## config.mk

```make
export PLATFORM = sky130hd
export DESIGN_NAME = scan_end_pulse_generate
export DESIGN_NICKNAME = d
export VERILOG_FILES = /design/src/rtl/scan_end_pulse_generate.sv
export SDC_FILE = /design/constraint.sdc
export NUM_CORES = 1
export LEC_CHECK = 0
export BUFFER_PORTS_ARGS = -buffer_cell sky130_fd_sc_hd__buf_2
export CORE_MARGIN = 4
export CORE_UTILIZATION = 40
export DETAILED_ROUTE_END_ITERATION = 10
export GPL_ROUTABILITY_DRIVEN = 0
export PLACE_DENSITY = 0.57
export SLEW_MARGIN = 25
export SYNTH_ARGS = -nofsm -noshare
export SYNTH_HDL_FRONTEND = slang
export SYNTH_SLANG_ARGS = --single-unit
```

## constraint.sdc

```tcl
create_clock -name clk_i -period 2.3 [get_ports clk_i]
set_clock_uncertainty 0.05 [all_clocks]
set_input_delay 0.23 -clock clk_i [delete_from_list [all_inputs] [get_ports clk_i]]
set_output_delay 0.23 -clock clk_i [all_outputs]
set_load 0.02 [all_outputs]
```

## src/rtl/scan_end_pulse_generate.sv

```systemverilog
// Aurora-domain scan session tracker: counts beats, waits for TX drain, then emits a spaced end pulse.
// Optional drain watchdog enabled by defining SCAN_DRAIN_TIMEOUT_EN.
module scan_end_pulse_generate #(
    parameter real         TCQ            = 0.1,
    parameter int unsigned END_PULSE_LEN  = 4,
    parameter int unsigned END_GAP_LEN    = 8,
    parameter int unsigned BEAT_CNT_WIDTH = 32,
    parameter int unsigned DRAIN_TIMEOUT  = 65535
) (
    input  logic                      clk_i,
    input  logic                      rst_i,
    input  logic                      adc_start_i,
    input  logic                      beat_vld_i,
    input  logic                      fifo_empty_i,
    input  logic                      tx_busy_i,
    output logic                      scan_active_o,
    output logic                      scan_start_pulse_o,
    output logic                      adc_end_en_o,
    output logic [BEAT_CNT_WIDTH-1:0] beat_cnt_o,
    output logic                      drain_timeout_o
);

    localparam logic [2:0] ST_IDLE  = 3'd0;
    localparam logic [2:0] ST_SCAN  = 3'd1;
    localparam logic [2:0] ST_DRAIN = 3'd2;
    localparam logic [2:0] ST_END   = 3'd3;
    localparam logic [2:0] ST_GAP   = 3'd4;

    localparam logic [BEAT_CNT_WIDTH-1:0] BEAT_ONE = {{(BEAT_CNT_WIDTH-1){1'b0}}, 1'b1};

    if (END_PULSE_LEN < 1 || END_PULSE_LEN > 15 || END_GAP_LEN < 2 || END_GAP_LEN > 255 ||
        BEAT_CNT_WIDTH < 1 || DRAIN_TIMEOUT < 1 || DRAIN_TIMEOUT > 65535 || TCQ < 0.0)
    begin : gen_param_check
        $error("scan_end_pulse_generate: parameter out of legal range");
    end

    logic [2:0] state, state_nxt;
    logic [7:0] phase_cnt, phase_cnt_nxt;
    logic       drain_done;
    logic       tmo_hit;
    logic       start_scan;
    logic       counting;

    assign drain_done = fifo_empty_i && !tx_busy_i;
    assign start_scan = (state == ST_IDLE) && adc_start_i;
    assign counting   = (state == ST_SCAN) || (state == ST_DRAIN);

`ifdef SCAN_DRAIN_TIMEOUT_EN
    logic [15:0] drain_cnt;

    // Drain condition wins over a coincident timeout.
    assign tmo_hit = !drain_done && (drain_cnt == 16'(DRAIN_TIMEOUT - 1));

    always_ff @(posedge clk_i) begin
        if (rst_i) begin
            drain_cnt       <= '0;
            drain_timeout_o <= 1'b0;
        end else begin
            if (state == ST_SCAN) begin
                drain_cnt <= '0;
            end else if (state == ST_DRAIN) begin
                drain_cnt <= drain_cnt + 16'd1;
            end
            if (start_scan) begin
                drain_timeout_o <= 1'b0;
            end else if (state == ST_DRAIN && tmo_hit) begin
                drain_timeout_o <= 1'b1;
            end
        end
    end
`else
    assign tmo_hit         = 1'b0;
    assign drain_timeout_o = 1'b0;
`endif

    always_comb begin
        state_nxt     = state;
        phase_cnt_nxt = phase_cnt;
        case (state)
            ST_IDLE: begin
                if (adc_start_i) state_nxt = ST_SCAN;
            end
            ST_SCAN: begin
                if (!adc_start_i) state_nxt = ST_DRAIN;
            end
            ST_DRAIN: begin
                if (drain_done || tmo_hit) begin
                    state_nxt     = ST_END;
                    phase_cnt_nxt = '0;
                end
            end
            ST_END: begin
                if (phase_cnt == 8'(END_PULSE_LEN - 1)) begin
                    state_nxt     = ST_GAP;
                    phase_cnt_nxt = '0;
                end else begin
                    phase_cnt_nxt = phase_cnt + 8'd1;
                end
            end
            ST_GAP: begin
                // Start is deliberately not sampled here; IDLE picks it up next cycle.
                if (phase_cnt == 8'(END_GAP_LEN - 1)) begin
                    state_nxt = ST_IDLE;
                end else begin
                    phase_cnt_nxt = phase_cnt + 8'd1;
                end
            end
            default: state_nxt = ST_IDLE;
        endcase
    end

    always_ff @(posedge clk_i) begin
        if (rst_i) begin
            state              <= ST_IDLE;
            phase_cnt          <= '0;
            scan_active_o      <= 1'b0;
            scan_start_pulse_o <= 1'b0;
            adc_end_en_o       <= 1'b0;
            beat_cnt_o         <= '0;
        end else begin
            state              <= state_nxt;
            phase_cnt          <= phase_cnt_nxt;
            scan_active_o      <= (state_nxt == ST_SCAN) || (state_nxt == ST_DRAIN);
            scan_start_pulse_o <= start_scan;
            adc_end_en_o       <= (state_nxt == ST_END);
            if (start_scan) begin
                beat_cnt_o <= '0;
            end else if (counting && beat_vld_i && (beat_cnt_o != '1)) begin
                beat_cnt_o <= beat_cnt_o + BEAT_ONE;
            end
        end
    end

endmodule

```

# After elaboration in Yosys (flattened, before gate mapping)
# Cells that the tools add are included.
[word_totals] regBits=46 in_bits=6 word_cells=41
[classes] n_reduce_logical=11 addsub=2 eq_ne=12 muxes=10
[op_table] op="32-bit by 1-bit adder with 32-bit output, second input constant" count=1
[op_table] op="32-bit inequality test, second input constant" count=1
[op_table] op="8-bit 2-to-1 mux" count=3
[op_table] op="8-bit one-hot mux with 3 select lines" count=1
[op_table] op="3-bit 2-to-1 mux" count=5
[op_table] op="3-bit one-hot mux with 5 select lines" count=1
[op_table] op="3-bit by 2-bit == test with 1-bit output, second input constant" count=4
[op_table] op="8-bit by 1-bit adder with 8-bit output, second input constant" count=1
[op_table] op="8-bit by 2-bit == test with 1-bit output, second input constant" count=1
[op_table] op="8-bit by 3-bit == test with 1-bit output, second input constant" count=1
[op_table] op="3-bit by 1-bit == test with 1-bit output, second input constant" count=2
[op_table] op="1-bit logical AND" count=4
[op_table] op="2-bit inequality test, second input constant" count=2
[op_table] op="3-bit == test, second input constant" count=1
[op_table] op="3-bit logical NOT" count=1
[op_table] op="3-bit AND reduction" count=1
[op_table] op="3-bit nonzero test" count=1
[op_table] op="1-bit logical OR" count=2
[op_table] op="2-bit OR reduction" count=1
[op_table] op="1-bit logical NOT" count=1

# Depth between registers and ports, before layout
# Gate-level depths: netlist of run 1.
[logic_depth] word_depth=6 mapped_depth=7 ltp_nobuf=6

# Worst setup path after synthesis of run 1
# No wires, ideal clock.
[synth_timing] kind="reg-to-reg" startpoint="register beat_cnt_o[14]" endpoint="register beat_cnt_o[26]" path_slack_ns=0.176 path_buffers=0 t_arrival_ns=1.958 path_stages_with_launch=6 setup_time_ns=0.116 cell_sequence="dfxtp_1 > nand4_1 > or4b_4 > nor4_4 > a31oi_1 > a41o_1"
[synth_via] elab_chain_len=2 word_cells_on_any_way=3 cone_classes="add/sub: 1; eq/ne: 1; reduce/logical: 1"
[synth_lines] element="start, declared" line_no="19" rtl="output logic [BEAT_CNT_WIDTH-1:0] beat_cnt_o,"
[synth_lines] element="start signal, assigned" line_no="129" rtl="beat_cnt_o <= beat_cnt_o + BEAT_ONE;"
[synth_lines] element="branches (longest 2 deep; another with 32-bit by 1-bit adder with 32-bit output)"
# Several ways; the timed one is not identified.
# A chain may end at the register's enable or synchronous reset.

# Final worst setup path of run 1
[layout_timing] startpoint="register beat_cnt_o[9]" endpoint="register beat_cnt_o[22]"
# Same word-level chain as after synthesis.

==> reports/qor.yml, run 1 <==
p_switching_uw: 344.3
cts.repair.resized: 0
die_w_um: 85.56
grt_start_max_net_pins: 20
core_um2: 5675
first_pass_iters: 4
vias: 2128
p_int_mw: 1.161
finalSetupViolations: 0
busiest_layer: "met2"
diodes: 0
cts_max_path_buffers: 2
drt-total-wl_um: 5344
dp_hpwl_um: 3926
slowest_stage: "or4b_4"
grt_pass1_vias: 1951
initial_utilization_pct: 42.39
grt_remaining_overflow: 0
grt_pass1_wl_um: 9190
start_kind: "flip-flop"
wire_per_inst_um: 13.33
p_leak_nw: 1.118
clk_pin_slew_worst_paths_ps: 90
required_ps: 2450
ir_drop_mv: 0.2998
clk_latency_ps: 300
worstPathCellList: "and4_4 > or4b_4 > a2111oi_2 > xnor2_1 > nor2_1"
ant_nets: 0
combPwrFrac_pct: 6.0
use_met2_pct: 23.23
boundaryPins: 42
max_slew_margin_pct: 59.44
grt_use_met1_pct: 21.02
clock-sinks: 46
hp-class: "in2reg"
fmax_mhz: 474.9
synth_nets: 280
rows: 27
synthDistinctLibCells: 61
use_met3_pct: 4.611
die_area_um2: 7320
post-cts-setup-buffers: 0
tightestPinTransition_ps: 602.8
hold_violations: 0
ys_seq_area_share_pct: 38.27
synthCells: 272
async_flop_share_pct: 0
port_buffers: 40
nFillCells: 531
period_needed_ps: 2106
drcViolationCount: 0
cts_root_buffer: "clkbuf_8"
clkPwrFrac_pct: 40.0
pwr-share-seq_pct: 54.0
synth-edff-count: 0
vias_per_cell: 5.307
cts_tree: "built"
cts_hold_buf: 0
maxSlewViolCount: 0
p_sw_share_pct: 22.87
worstPathArrival_ps: 2250
finalPower_mw: 1.506
ys_seq_elements: 46
min_period_over_period_pct: 91.56
outcome: "finished, final reports clean"
drt-initial-drc-count: 72
track_usage_pct: 15.31
antenna_found_initial: 0
grt_setup_unrepaired: "no"
p_per_area_nw_per_um2: 520.4
fin_nets: 336
end_kind: "flip-flop"
syn_area_um2: 2406
die_h_um: 85.56
drv_cap: 0
htree_levels: 2
crit_fanout: 7
fin_setup_tns_ps: 0
cts_made_buffers: 5
drive_gt1_share_pct: 31.00
critical_path_class: "reg2reg"
yosys_warnings: 0
syn_avg_cell_area_um2: 8.846
area_growth_pct: 20.23
ys_dominant_reg_cell: "dfxtp_1"
crit_path_max_incr_delay_ps: 540
state kept, by name, summed over array words and instances, names as in the netlist:
signal              flops
scan_active_o           1
beat_cnt_o             32
phase_cnt               8
scan_start_pulse_o      1
state                   3
adc_end_en_o            1
cell families (layout without fill, tap and decap cells):
| kind of cell | after synthesis | count (layout) | synth area share (%) |
|---|---|---|---|
| AND/OR/NAND/NOR | 122 | 122 | 31.15 |
| XOR/XNOR | 14 | 14 | 5.408 |
| AO/OA/AOI/OAI | 71 | 71 | 20.39 |
| adder cells (fa/ha/maj) | 2 | 2 | 1.040 |
| flip-flops | 46 | 46 | 38.27 |
| multiplexers | 1 | 1 | 0.4160 |
| buffers and inverters | 15 | 72 | 3.172 |
| other | 1 | 1 | 0.1559 |
final cells by class:
type,instances,area (um2),area share (%)
clock buffers,6,72.57,2.509
clock inverters,2,37.54,1.298
inverters,5,18.77,0.6488
multi-input cells,211,1410,48.75
flip-flops and latches,46,920.9,31.83
well taps,72,90.09,3.114
repair buffers,59,342.8,11.85
worst max-delay path: cells and delay by family (launching register included):
kind                      cells  cell delay [ps]
and+or+nand+nor               3              890
DFF                           1              450
AOI/OAI and AO/OA             1              430
xor gates and xnor gates      1              170
cells in the final DEF, fill, tap and decap left out, types with 5 or more instances in the layout:
| master | count |
|---|---|
| a21oi_1 | 18 |
| a21oi_2 | 8 |
| a31oi_1 | 5 |
| buf_2 | 40 |
| buf_4 | 19 |
| clkbuf_8 | 5 |
| dfxtp_1 | 46 |
| inv_1 | 5 |
| nand2_1 | 21 |
| nand3_1 | 16 |
| nand4_1 | 6 |
| nor2_1 | 22 |
| nor2b_1 | 6 |
| o21ai_0 | 9 |
| o31ai_1 | 5 |
| or3_1 | 9 |
| or4_2 | 7 |
| xnor2_1 | 12 |
power groups by stage:
stage | combinational [mW] | clock [mW] | sequential (mW)
after floorplan | 0.0614 | 0 | 0.831
after global placement | 0.0911 | 0 | 0.832
after detailed placement | 0.0911 | 0 | 0.832
after CTS | 0.0916 | 0.631 | 0.813
after global routing | 0.100 | 0.655 | 0.815
final | 0.0898 | 0.603 | 0.813
Yosys cell counts (all sizes together), types with 4 or more instances:
cell	n	share of area, %
dfxtp	46	38
a21oi	26	6.7
buf	7	1.9
o31ai	5	1.6
xnor2	12	4.4
nand4	8	2.6
and2	6	1.7
nor4	4	2.9
inv	5	0.78
nor2	22	3.4
or4	8	2.9
or3	11	3.0
a31oi	5	1.3
and3	4	1.1
nand2	21	3.3
and4	5	2.1
nor2b	6	1.6
o21ai	13	2.7
nand3	16	3.3
metrics by stage:
stage / hold slack [ps] / util, % / setup WS [ps] / instance area (um2) / instances
after floorplan: 251.6 / - / 176.2 / 2406 / 272
after global placement: 434.2 / 49.01 / 213.7 / 2781 / 393
after detailed placement: 447.4 / 49.01 / 221.5 / 2781 / 393
after CTS: 113.7 / 50.95 / 193.8 / 2892 / 401
after global routing: 144.8 / 50.97 / 20.74 / 2893 / 401
final: 127.2 / 50.97 / 194.2 / 2893 / 401
path summary, 6_finish.rpt:
kind | from | cells past startpoint | slack, ps | end
min reg2reg | beat_cnt_o[23] | 2 | 450 | beat_cnt_o[23]
max reg2reg | beat_cnt_o[9] | 5 | 190 | beat_cnt_o[22]
max | beat_cnt_o[9] | 5 | 190 | beat_cnt_o[22]
min | rst_i | 2 | 130 | adc_end_en_o
routing by layer:
layer,wire (um),up-vias
met3,201,4
met5,0,-
met4,46,0
met2,2392,36
li1,-,1115
met1,2703,973
(Power assumes the default switching activity.)
==> run 2: changes to the inputs <==
--- a/config.mk
+++ b/config.mk
@@ -5,12 +5,12 @@
 export SDC_FILE = /design/constraint.sdc
 export NUM_CORES = 1
 export LEC_CHECK = 0
-export BUFFER_PORTS_ARGS = -buffer_cell sky130_fd_sc_hd__buf_2
 export CORE_MARGIN = 4
 export CORE_UTILIZATION = 40
 export DETAILED_ROUTE_END_ITERATION = 10
+export DONT_BUFFER_PORTS = 1
 export GPL_ROUTABILITY_DRIVEN = 0
-export PLACE_DENSITY = 0.57
+export PLACE_DENSITY = 0.51
 export SLEW_MARGIN = 25
 export SYNTH_ARGS = -nofsm -noshare
 export SYNTH_HDL_FRONTEND = slang
==> run 2 against run 1 <==
Worst setup slack improved by 46 ps. Die area stayed put. Sequential cell count unchanged. Worst hold slack lost 89 ps. Cell area shrank 1.3%. Largest power group unchanged. Combinational power shrank 11%.
==> reports/qor.yml, run 2 (synthesis gave the netlist of run 1 again) <==
clk_latency_ps: 310
antenna_found_initial: 0
drcViolationCount: 0
end_kind: "flip-flop"
worstPathArrival_ps: 2250
vias_per_cell: 5.635
core_um2: 5675
cpLargestDelayFamily: "flip-flops"
final_cell_mix: "dfxtp_1 (46), buf_4 (37), nor2_1 (22)"
largest-register: "beat_cnt_o"
fmax_mhz: 485.6
slowest_stage: "dfxtp_1"
cts_made_buffers: 5
period_needed_ps: 2059
grt_remaining_overflow: 0
dp_hpwl_um: 4261
crit_path_max_incr_delay_ps: 500
register_area_um2: 920.9
finalPower_mw: 1.503
die_w_um: 85.56
cts_max_path_buffers: 2
post-cts-setup-buffers: 0
instances_no_fill: 381
grt_pass1_wl_um: 9742
worstPathCellList: "xor2_2 > nand4_2 > a311o_1 > buf_4 > or3_1 > a21oi_1"
fin_setup_tns_ps: 0
grt_start_max_net_pins: 20
drt-initial-drc-count: 94
min_period_over_period_pct: 89.54
boundaryPins: 42
ant_nets: 0
ir_drop_mv: 0.3355
hold_violations: 0
first_pass_iters: 4
p_leak_nw: 1.020
cts_tree: "built"
outcome: "finished, final reports clean"
clk_pin_slew_worst_paths_ps: 100
cts_root_buffer: "clkbuf_8"
drive_gt1_share_pct: 26.54
max_slew_margin_pct: 54.60
start_kind: "flip-flop"
hp-class: "in2reg"
cts.repair.resized: 0
wire_per_inst_um: 15.00
initial_utilization_pct: 42.39
top_regs: "beat_cnt_o: 32 flops, phase_cnt: 8 flops, state: 3 flops"
port_buffers: 0
area_growth_pct: 18.67
critical_path_class: "reg2reg"
nFillCells: 549
crit_fanout: 19
fin_nets: 316
vias: 2147
dp_cells: 372
required_ps: 2490
die_area_um2: 7320
multiInputGateArea_um2: 1409
fin_util_pct: 50.31
maxSlewViolCount: 0
finalSetupViolations: 0
grt_pass1_vias: 2013
tightestPinTransition_ps: 663.9
rows: 27
drv_cap: 0
drt-total-wl_um: 5716
diodes: 0
largest_register_ffs: 32
die_h_um: 85.56
p_per_area_nw_per_um2: 526.2
cp.buffers_inverters: 1
clock-sinks: 46
grt_setup_unrepaired: "no"
htree_levels: 2
track_usage_pct: 16.35
final_common_cell: "dfxtp_1"
## run 2: path summary, 6_finish.rpt
kind / from / end / slack, ps / cells after the start
hold / removal: adc_start_i / state[0] / 40 / 2
setup reg to reg: state[0] / beat_cnt_o[29] / 240 / 6
setup / recovery: state[0] / beat_cnt_o[29] / 240 / 6
hold reg to reg: phase_cnt[7] / phase_cnt[7] / 480 / 2
## run 2: repair_timing
item                                   4_1_cts  5_1_grt
endpoints found under the hold margin        3        0
hold buffers                                 1        0
setup endpoints to repair                    0        0
## run 2: power by group
part / switching [mW] / total (mW) / internal, mW
registers: 0.0135 / 0.817 / 0.804
clock network: 0.286 / 0.606 / 0.320
logic: 0.0510 / 0.0797 / 0.0287
total: 0.350 / 1.50 / 1.15
## run 2: worst register-to-register path, stage by stage, from the launching register on
cell and delay (ps):
dfxtp_1 500, xor2_2 260, nand4_2 150, a311o_1 330
buf_4 200, or3_1 350, a21oi_1 150
## run 2: through the flow
stage                     area [um2]  worst slack (ps)  hold WS [ps]
final                           2855             240.6         38.01
after detailed placement        2736             251.1         259.8
after CTS                       2855             220.4         24.12
after global routing            2855             93.35         27.95
after floorplan                 2406             176.2         251.6
after global placement          2736             238.3         258.9
## run 2: cell type report
class | instances | area share (%)
Tap cell | 72 | 3.155
Clock buffer | 5 | 2.410
Inverter | 5 | 0.6573
Sequential cell | 46 | 32.25
Timing Repair Buffer | 39 | 10.78
Clock inverter | 3 | 1.402
Multi-Input combinational cell | 211 | 49.34
## run 2: routing by layer
metal,share of wire (%),global-route usage (%)
met3,5.7,4.323
met4,1.5,6.187
met2,45,25.35
met5,0,0
met1,48,21.74
==> run 3: changes to the inputs <==
--- a/config.mk
+++ b/config.mk
@@ -10,6 +10,7 @@
 export DETAILED_ROUTE_END_ITERATION = 10
 export DONT_BUFFER_PORTS = 1
 export GPL_ROUTABILITY_DRIVEN = 0
+export MAX_ROUTING_LAYER = met4
 export PLACE_DENSITY = 0.51
 export SLEW_MARGIN = 25
 export SYNTH_ARGS = -nofsm -noshare
==> run 3 against run 2 <==
Sequential share of layout area is the same. Worst hold slack gained 1.8 ps. Core utilization is the same. Worst setup slack gained 0.90 ps. Cell area is the same. Critical endpoint unchanged. Non-clock buffer count is the same. Fmax is essentially flat.
==> reports/qor.yml, run 3 (synthesis gave the netlist of run 1 again) <==
hold_depth: 2
drcViolationCount: 0
wl_met2_um: 2624
p_int_mw: 1.153
tightestPinTransition_ps: 664.7
pwr-share-seq_pct: 54.4
crit_path_max_incr_delay_ps: 500
vias: 2135
instances_no_fill: 381
p_switching_uw: 349.7
cp.buffers_inverters: 1
grt_pass1_wl_um: 9722
top_regs: "beat_cnt_o: 32 flops, phase_cnt: 8 flops, state: 3 flops"
dr_wl_met3_um: 230
ir_drop_mv: 0.3403
hp-start: "adc_start_i"
initial_utilization_pct: 42.39
finalPower_mw: 1.502
cts_made_buffers: 5
antenna_found_initial: 0
top_layer: "met4"
fin_setup_tns_ps: 0
fmax_mhz: 485.8
nFillCells: 549
final_common_cell: "dfxtp_1"
period_needed_ps: 2059
slowest_stage: "dfxtp_1"
drt-total-wl_um: 5688
wire_per_inst_um: 14.93
crit_fanout: 19
dp_cells: 372
whs_endpoint: "state[0]"
final_cell_mix: "dfxtp_1 (46), buf_4 (37), nor2_1 (22)"
r2r_slack_ps: 240
cpLargestDelayFamily: "flip-flops"
start_kind: "flip-flop"
grt_setup_unrepaired: "no"
p_sw_share_pct: 23.28
drt-initial-drc-count: 104
cts_tree: "built"
largest_register_ffs: 32
combPwrFrac_pct: 5.3
grt_pass1_vias: 2015
core_um2: 5675
worstPathArrival_ps: 2240
fin_nets: 316
p_per_area_nw_per_um2: 526.2
drive_gt1_share_pct: 26.54
r2r.worst_path.cells: 6
cts_max_path_buffers: 2
reg2reg_from: "state[0]"
clk_latency_ps: 300
vias_per_cell: 5.604
boundaryPins: 42
grt_remaining_overflow: 0
met1_length_um: 2802
outcome: "finished, final reports clean"
reg2reg_to: "beat_cnt_o[29]"
hp-class: "in2reg"
track_usage_pct: 16.81
cts_root_buffer: "clkbuf_8"
area_growth_pct: 18.67
post-cts-setup-buffers: 0
dp_hpwl_um: 4261
finish.instance_area_um2: 2855
maxSlewViolCount: 0
finalSetupViolations: 0
port_buffers: 0
ant_nets: 0
clkPwrFrac_pct: 40.3
largest-register: "beat_cnt_o"
end_kind: "flip-flop"
drv_cap: 0
die_h_um: 85.56
rows: 27
clk_pin_slew_worst_paths_ps: 100
critical_path_class: "reg2reg"
clock-sinks: 46
die_area_um2: 7320
grt_start_max_net_pins: 20
first_pass_iters: 4
worstPathCellList: "xor2_2 > nand4_2 > a311o_1 > buf_4 > or3_1 > a21oi_1"
required_ps: 2480
max_slew_margin_pct: 54.54
p_leak_nw: 1.020
min_period_over_period_pct: 89.50
fin_util_pct: 50.31
hold_violations: 0
htree_levels: 2
die_w_um: 85.56
diodes: 0
place_area_um2: 2736
run 3: final cells by class:
| type | count | area [um2] | share of cell area, % |
|---|---|---|---|
| well taps | 72 | 90.09 | 3.155 |
| inverters | 5 | 18.77 | 0.6573 |
| multi-input cells | 211 | 1409 | 49.34 |
| flip-flops and latches | 46 | 920.9 | 32.25 |
| repair buffers | 39 | 307.8 | 10.78 |
| clock inverters | 3 | 40.04 | 1.402 |
| clock buffers | 5 | 68.82 | 2.410 |
run 3: power by group through the flow:
stage | clock [mW] | sequential [mW] | combinational (mW)
global placement | 0 | 0.836 | 0.0780
CTS | 0.634 | 0.818 | 0.0799
floorplan | 0 | 0.831 | 0.0614
finish | 0.606 | 0.817 | 0.0797
detailed placement | 0 | 0.836 | 0.0777
global route | 0.666 | 0.819 | 0.0880
run 3: how the worst max path moves through the flow:
stage	startpoint	cells past startpoint	slack [ps]	endpoint
after floorplan	beat_cnt_o[14]	5	180	beat_cnt_o[26]
after global placement	state[1]	6	240	beat_cnt_o[21]
after detailed placement	state[0]	6	250	beat_cnt_o[29]
after CTS	state[0]	6	220	beat_cnt_o[29]
after global routing	beat_cnt_o[4]	5	90	beat_cnt_o[16]
final	state[0]	6	240	beat_cnt_o[29]
run 3: per-layer routing:
layer  global-route usage [%]  vias up
li1                         -     1080
met1                    21.97     1019
met2                    25.35       32
met3                    3.842        4
met4                    6.187        0
met5                        -        -
run 3: repair_timing:
| action | CTS | global route |
|---|---|---|
| endpoints found under the hold margin | 3 | 0 |
| hold buffers | 1 | 0 |
| gates resized for setup | 0 | 0 |
run 3: worst register-to-register path: stages (launching register included):
cell     delay, ps
dfxtp_1        500
xor2_2         260
nand4_2        150
a311o_1        330
buf_4          200
or3_1          350
a21oi_1        150
run 3: per-stage QoR:
step / setup WS (ps) / hold slack (ps)
4_1_cts: 220.4 / 24.12
3_5_place_dp: 251.1 / 259.8
6_report: 241.5 / 39.84
2_1_floorplan: 176.2 / 251.6
5_1_grt: 93.35 / 27.94
3_3_place_gp: 238.3 / 258.9
